`src/rtl/fifo_pkg.sv`:
```
//============================================================================
// Module : fifo_pkg
// Brief  : Shared definitions for the dual-pop FIFO: count width derivation
//          and the pop-size encoding (number of words released per cycle).
// Rev    : 1.0  initial release
//============================================================================
`default_nettype none

package fifo_pkg;

  // Number of words released by a pop; the encoded value is the word count.
  typedef enum logic [1:0] {
    POP_NONE = 2'd0,
    POP_ONE  = 2'd1,
    POP_TWO  = 2'd2
  } pop_size_e;

  // The fill level must represent 0..DEPTH, so it needs one bit more than an address.
  function automatic int cnt_width(input int awidth);
    return awidth + 1;
  endfunction

endpackage

`default_nettype wire

```
`src/rtl/fifo_dual_pop_mem.sv`:
```
//============================================================================
// Module : fifo_dual_pop_mem
// Brief  : DEPTH x DWIDTH register array with one synchronous write port and
//          two asynchronous read ports (oldest word and the one after it).
// Rev    : 1.0  initial release
//============================================================================
`default_nettype none

module fifo_dual_pop_mem
  import fifo_pkg::*;
#(
  parameter int AWIDTH = 2,
  parameter int DWIDTH = 8
) (
  input  logic              clk,
  input  logic              we_i,
  input  logic [AWIDTH-1:0] waddr_i,
  input  logic [DWIDTH-1:0] wdata_i,
  input  logic [AWIDTH-1:0] raddr0_i,
  input  logic [AWIDTH-1:0] raddr1_i,
  output logic [DWIDTH-1:0] rdata0_o,
  output logic [DWIDTH-1:0] rdata1_o
);

  localparam int DEPTH = 2 ** AWIDTH;

  logic [DWIDTH-1:0] mem_q [DEPTH];

  // Storage is not reset; only words covered by the fill level are ever observed.
  always_ff @(posedge clk) begin
    if (we_i) mem_q[waddr_i] <= wdata_i;
  end

  assign rdata0_o = mem_q[raddr0_i];
  assign rdata1_o = mem_q[raddr1_i];

endmodule

`default_nettype wire

```
`src/rtl/fifo_dual_pop.sv`:
```
//============================================================================
// Module : fifo_dual_pop
// Brief  : Synchronous FIFO, one write per cycle, one or two words popped per
//          cycle into a registered 2*DWIDTH output. Fill level, availability
//          and programmable almost-full flags. Optional sticky overflow /
//          underflow flags enabled by defining FIFO_ERR_FLAGS_EN.
// Rev    : 1.0  initial release
//============================================================================
`default_nettype none

module fifo_dual_pop
  import fifo_pkg::*;
#(
  parameter int AWIDTH   = 2,
  parameter int DWIDTH   = 8,
  parameter int AF_LEVEL = (2 ** AWIDTH) - 1
) (
  input  logic                clk,
  input  logic                reset,
  input  logic                we_i,
  input  logic [DWIDTH-1:0]   data_i,
  input  logic                re_i,
  input  logic                rd_two_i,
  output logic [2*DWIDTH-1:0] data_o,
  output logic [AWIDTH:0]     count_o,
  output logic                empty_o,
  output logic                full_o,
  output logic                one_available_o,
  output logic                two_available_o,
  output logic                almost_full_o,
  output logic                overflow_o,
  output logic                underflow_o
);

  localparam int CW              = cnt_width(AWIDTH);
  localparam int DEPTH           = 2 ** AWIDTH;
  localparam logic [CW-1:0] DEPTH_C = CW'(DEPTH);
  localparam logic [CW-1:0] AF_C    = CW'(AF_LEVEL);
  localparam logic [CW-1:0] ONE_C   = CW'(1);
  localparam logic [CW-1:0] TWO_C   = CW'(2);

  logic [AWIDTH-1:0]   rd_q, rd_d, wr_q, wr_d, rd_next;
  logic [CW-1:0]       count_q, count_d;
  logic [2*DWIDTH-1:0] data_q, data_d;
  logic [DWIDTH-1:0]   rdata0, rdata1;
  logic                pop_valid, wr_accept, mem_we;
  pop_size_e           pop_size;

  assign rd_next = rd_q + AWIDTH'(1);
  // A write in a reset cycle must not disturb storage either.
  assign mem_we  = wr_accept && reset;

  fifo_dual_pop_mem #(
    .AWIDTH (AWIDTH),
    .DWIDTH (DWIDTH)
  ) u_mem (
    .clk      (clk),
    .we_i     (mem_we),
    .waddr_i  (wr_q),
    .wdata_i  (data_i),
    .raddr0_i (rd_q),
    .raddr1_i (rd_next),
    .rdata0_o (rdata0),
    .rdata1_o (rdata1)
  );

  // Pop/write decisions from the start-of-cycle fill level; a pop frees room for a write when full.
  always_comb begin
    pop_valid = re_i && ((!rd_two_i && count_q >= ONE_C) || (rd_two_i && count_q >= TWO_C));
    if (!pop_valid)    pop_size = POP_NONE;
    else if (rd_two_i) pop_size = POP_TWO;
    else               pop_size = POP_ONE;
    wr_accept = we_i && ((count_q != DEPTH_C) || pop_valid);

    rd_d    = rd_q + AWIDTH'(pop_size);
    wr_d    = wr_q + AWIDTH'(wr_accept);
    count_d = count_q + CW'(wr_accept) - CW'(pop_size);
    data_d  = data_q;
    if (pop_size == POP_TWO)      data_d = {rdata1, rdata0};
    else if (pop_size == POP_ONE) data_d = {{DWIDTH{1'b0}}, rdata0};
  end

  // Pointer, fill level and output data registers.
  always_ff @(posedge clk) begin
    if (!reset) begin
      rd_q    <= '0;
      wr_q    <= '0;
      count_q <= '0;
      data_q  <= '0;
    end else begin
      rd_q    <= rd_d;
      wr_q    <= wr_d;
      count_q <= count_d;
      data_q  <= data_d;
    end
  end

  assign data_o          = data_q;
  assign count_o         = count_q;
  assign empty_o         = (count_q == '0);
  assign full_o          = (count_q == DEPTH_C);
  assign one_available_o = (count_q >= ONE_C);
  assign two_available_o = (count_q >= TWO_C);
  assign almost_full_o   = (count_q >= AF_C);

`ifdef FIFO_ERR_FLAGS_EN
  logic overflow_q, overflow_d, underflow_q, underflow_d;

  // Sticky error flags: dropped write sets overflow, ignored pop sets underflow.
  always_comb begin
    overflow_d  = overflow_q  || (we_i && !wr_accept);
    underflow_d = underflow_q || (re_i && !pop_valid);
  end

  // Error flag registers, cleared only by reset.
  always_ff @(posedge clk) begin
    if (!reset) begin
      overflow_q  <= 1'b0;
      underflow_q <= 1'b0;
    end else begin
      overflow_q  <= overflow_d;
      underflow_q <= underflow_d;
    end
  end

  assign overflow_o  = overflow_q;
  assign underflow_o = underflow_q;
`else
  assign overflow_o  = 1'b0;
  assign underflow_o = 1'b0;
`endif

endmodule

`default_nettype wire
```
`config.mk`:
```
export PLATFORM = sky130hd
export DESIGN_NAME = fifo_dual_pop
export DESIGN_NICKNAME = d
export VERILOG_FILES = /design/src/rtl/fifo_pkg.sv /design/src/rtl/fifo_dual_pop_mem.sv /design/src/rtl/fifo_dual_pop.sv
export SDC_FILE = /design/constraint.sdc
export NUM_CORES = 1
export LEC_CHECK = 0
export BUFFER_PORTS_ARGS = -buffer_cell sky130_fd_sc_hd__buf_2
export CAP_MARGIN = 10
export CORE_ASPECT_RATIO = 0.6
export CORE_MARGIN = 1.5
export CORE_UTILIZATION = 40
export DETAILED_ROUTE_END_ITERATION = 12
export SKIP_CTS_REPAIR_TIMING = 1
export SLEW_MARGIN = 10
export SYNTH_ARGS = -nofsm -noshare
export SYNTH_HDL_FRONTEND = slang
export SYNTH_SLANG_ARGS = --single-unit
export TNS_END_PERCENT = 5
```
`constraint.sdc`:
```
create_clock -name clk -period 5.9 [get_ports clk]
set_input_delay 0.885 -clock clk [delete_from_list [all_inputs] [get_ports clk]]
set_output_delay 0.885 -clock clk [all_outputs]
set_load 0.01 [all_outputs]
```
# After elaboration in Yosys (flattened, before gate mapping)
# Memory sizes are Yosys's and may differ from the RTL's. A register that Yosys moved wholly into a read port is not among the register bits.
# Index checks and enable logic that the tools add are counted.
# totals
ff_bits,23
ramBits,32
out_inout_bits,26
word_cells,34
memories,1
# memory_table
name,depth,word_bits,read_ports,rd_ports_with_merged_regs,wr,line_no,rtl
u_mem.mem_q,4,8,2,1,1,fifo_dual_pop_mem.sv:27,logic [DWIDTH-1:0] mem_q [DEPTH];
# op_classes
addsub,5
magnitude_cmp,3
eq_ne,4
mux,7
reduce_logical,10
# ops
operator,count
$mux 16,2
$ge 3x2->1 const B,2
$mux 2,3
$logic_and 1x1->1,5
$add 3x1->3,1
$eq 3x3->1 const B,1
$ge 3x1->1 const B,1
$logic_not 3->1,1
$ne 3x3->1 const B,1
$sub 3x2->3,1
$add 2x1->2,1
$add 2x1->2 const B,1
$add 2x2->2,1
$eq 2x1->1 const B,1
$eq 2x2->1 const B,1
$logic_or 1x1->1,2
$mux 1,2
$reduce_bool 2->1,1
$logic_not 1->1,1

# Depth between registers and ports, before layout
# depth
depth_word,9
ltp_mapped,9
depth_no_buf,9

# By module
# A second synthesis with hierarchy kept.
# unflattened
hier_cells,173
area_unflattened_um2,2481.1
# by_module_without_submodules
module,instances,cells_per_inst,area_each_um2,seq_area_each_um2
fifo_dual_pop_mem,1,56,1385.1,960.9
fifo_dual_pop,1,117,1096.1,460.4

# Worst setup path after synthesis
# OpenSTA, ideal clock, no wires.
# synth_path
path_kind,input to register
start,input port we_i
end,register count_q[2] (netlist: count_o[2])
setup_ns,0.115
arrival_ns,2.439
slack_ns,3.346
path_stages,9
cell_sequence,clkbuf_1 or2_2 o21ai_0 a22o_1 ha_1 fa_1 xor2_1 xnor2_1 and2_1
# synth_via
elab_chain_cells,3
# synth_lines
item,line_no,rtl
from (decl),fifo_dual_pop.sv:20,"input logic we_i,"
$logic_and 1x1->1,fifo_dual_pop.sv:73,wr_accept = we_i && ((count_q != DEPTH_C) || pop_valid);
$add 3x1->3,fifo_dual_pop.sv:77,count_d = count_q + CW'(wr_accept) - CW'(pop_size);
$sub 3x2->3,fifo_dual_pop.sv:77,
to (signal assigned),fifo_dual_pop.sv:93,count_q <= count_d;
to (decl),fifo_dual_pop.sv:43,"logic [CW-1:0] count_q, count_d;"
# No other way between the ends.
# A chain may end at the register's enable or synchronous reset.

# Worst setup path in the final report
# layout_path
start,register count_q[1] (netlist: count_o[1])
end,register count_q[2] (netlist: count_o[2])
# layout_via
elab_chain_cells,8
elab_cells_between_ends,12
cone_classes,add/sub: 2; order compare: 2; eq/ne: 1; mux: 1; reduce/logical: 6
# layout_lines
item,line_no,rtl
$ge 3x1->1 or $ge 3x2->1 (tied branches),fifo_dual_pop.sv:69,pop_valid = re_i && ((!rd_two_i && count_q >= ONE_C) || (rd_two_i && count_q >= TWO_C));
$logic_and 1x1->1,fifo_dual_pop.sv:69,
$logic_or 1x1->1,fifo_dual_pop.sv:69,
$logic_and 1x1->1,fifo_dual_pop.sv:69,
$logic_or 1x1->1,fifo_dual_pop.sv:73,
$logic_and 1x1->1,fifo_dual_pop.sv:73,
$add 3x1->3,fifo_dual_pop.sv:77,
$sub 3x2->3 (*),fifo_dual_pop.sv:77,
# Every way passes the cells marked *; elsewhere a longest branch is shown, timed or not.

==> metrics.yaml <==
logic_synthesis:
  synthCells: 145
  synth-seq-cells: 55
  synthMuxAreaShare_pct: 15.2
  synth_compound_area_share_pct: 10.4
  syn_avg_cell_area_um2: 16.3
  synth_top_family_by_area: "multiplexers"
  synthXorXnorAreaFrac_pct: 1.48
  netlist_area_mm2: 0.00236
  ys_seq_area_share_pct: 60.1
  synth_cell_types: 35
  synth_ff_type: "edfxtp_1"
  synth-simple-area-share_pct: 6.46
  synthArstFlopShare_pct: 0
  synth-edff-count: 32
  synth_warnings: 0
  synthAdderAreaFrac_pct: 2.44
setup_path:
  crit_buf_inv: 1
  cp_num_cells: 9
  critical-path-top-delay-family: "simple AND/OR/NAND/NOR gates"
  criticalPathCategory: "register to register"
  cp_slowest_cell: "or3_1"
  crit_required_ns: 6.11
  worst_path_largest_cell_delay_ns: 0.43
  cp_cell_sequence: "or3_1 > inv_1 > o21ai_0 > a22o_1 > ha_1 > fa_1 > xor2_1 > xnor2_1 > and2_1"
  cp_max_fo: 8
  r2r_cells: 9
  end_kind: "register"
  arrival_ns: 2.58
  startpoint_type: "register"
clock_network:
  clock_path_buffers: 2
  h-tree-depth: 2
  cts_root_buf: "clkbuf_8"
  cts_tree: "done"
  worstSkewPairLatency_ns: 0.31
  cts_buffers: 5
  path_clk_slew_ns: 0.10
  clock_sinks: 55
pwr:
  ir_drop_v: 0.000134
  power.leakage_nw: 0.982
  power_frac_clock_pct: 24.4
  seq_power_share_pct: 48.7
  combPwrFrac_pct: 26.9
  p_per_area_mw_per_mm2: 382
  power_switching_w: 0.000309
  internal-power_w: 0.000714
  swShare_pct: 30.2
place:
  gp_congestion: 0.783
  portBuffers: 36
  dp_hpwl_mm: 3.12
grt:
  overflow: 0
  grt_pass1_vias: 1412
  track_usage_pct: 15.2
  antenna_found_initial: 0
  grt_max_degree: 28
  grt_pass1_wl_mm: 7.18
cells_and_area:
  layout_common_cells: "36 x buf_2, 32 x edfxtp_1, 23 x dfxtp_1"
  insertedDiodeCount: 0
  fin_nets: 194
  drive_above_1_share_pct: 36.0
  area_growth_pct: 13.3
  final_common_cell: "buf_2"
  utilization_pct: 47.6
route:
  wire_per_inst_um: 17.4
  routed_wl_mm: 4.48
  ant_nets: 0
  vias_per_cell: 5.38
  via_count: 1388
  drc_errors: 0
  dr.pass1.iters: 4
  drtIter0Drc: 93
timing:
  worst_pin_slew_ns: 0.950
  slew_viol_final: 0
  fin_setup_tns_ns: 0
  rsz0062_at_grt: "false"
  fmax_ghz: 0.422
  finalCritPeriodShare_pct: 40.2
  hold_violations: 0
  setup_viol: 0
  fin_skew_ns: 0.00645
  relSlewSlack_pct: 36.6
  final.min_clock_period_ns: 2.37
die:
  fp.coreArea_mm2: 0.00562
  fp.dieW_um: 102
  dieHeight_um: 62.5
  die_area_mm2: 0.00639
  fp-row-count: 21
  start_util_pct: 42.0
  io_pins: 39
flow_run:
  cap_violations: 0
outcome:
  status: "finished, final reports clean"
worst_hold_path:
  holdPathStages: 1
  hold_path_class: "register to register"
-- power groups by stage --
stage / clock, W / sequential [W] / combinational (W)
3_3_place_gp: 0 / 0.000505 / 0.000270
6_report: 0.000250 / 0.000498 / 0.000275
2_1_floorplan: 0 / 0.000490 / 0.000212
5_1_grt: 0.000275 / 0.000507 / 0.000300
3_5_place_dp: 0 / 0.000507 / 0.000277
4_1_cts: 0.000258 / 0.000498 / 0.000276
-- routing by layer --
| metal | wire (um) | GRT usage [%] | vias up |
|---|---|---|---|
| li1 | - | - | 649 |
| met3 | 204 | 4.70 | 9 |
| met4 | 79 | 4.97 | 0 |
| met1 | 2190 | 20.9 | 703 |
| met5 | 0 | 0 | - |
| met2 | 2010 | 22.8 | 27 |
-- metrics by stage --
stage	instance area, um2	power [W]	std cells	hold slack [ns]	setup slack (ns)
floorplan	2370	0.000703	146	0.463	3.35
global placement	2570	0.000775	250	0.474	3.32
detailed placement	2570	0.000784	250	0.483	3.30
CTS	2680	0.00103	258	0.507	3.56
global route	2680	0.00108	258	0.519	3.38
finish	2680	0.00102	258	0.500	3.53
-- cell usage after synthesis (all sizes together) (3+ instances only) --
library cell	count	area (um2)
dfxtp	23	460
mux4	16	360
nor2	5	18.8
ha	3	37.5
edfxtp	32	961
clkbuf	4	15.0
buf	8	65.1
and2	7	43.8
o21ai	4	31.3
a32o	16	160
-- worst paths after layout --
| path | slack [ns] | from | endpoint |
|---|---|---|---|
| hold reg to reg | 0.50 | data_o[9]$_SDFFE_PN0P_ | data_o[9]$_SDFFE_PN0P_ |
| hold / removal | 0.50 | data_o[9]$_SDFFE_PN0P_ | data_o[9]$_SDFFE_PN0P_ |
| setup reg to reg | 3.53 | count_o[1]$_SDFF_PN0_ | count_o[2]$_SDFF_PN0_ |
| setup / recovery | 3.53 | count_o[1]$_SDFF_PN0_ | count_o[2]$_SDFF_PN0_ |
-- state kept, by name, summed over array words and instances, names as in the netlist --
name / flops
u_mem.mem_q: 32
data_o: 16
count_o: 3
rd_q: 2
wr_q: 2
-- area by class of cell --
| class | instances | area, um2 |
|---|---|---|
| clock buffer | 5 | 68.8 |
| clock inverter | 3 | 42.5 |
| fill | 504 | 2940 |
| inverter | 2 | 7.51 |
| multi-input combinational | 77 | 858 |
| sequential | 55 | 1420 |
| tap | 80 | 100 |
| timing repair buffer | 36 | 180 |
-- logic make-up after synthesis --
group	after synthesis
muxes	16
DFF	55
other	1
and+or+nand+nor	25
adders and majority gates	4
xor gates and xnor gates	4
AOI/OAI and AO/OA	26
buffers and inverters	14
Note: power is estimated with default switching activity, not from simulation.
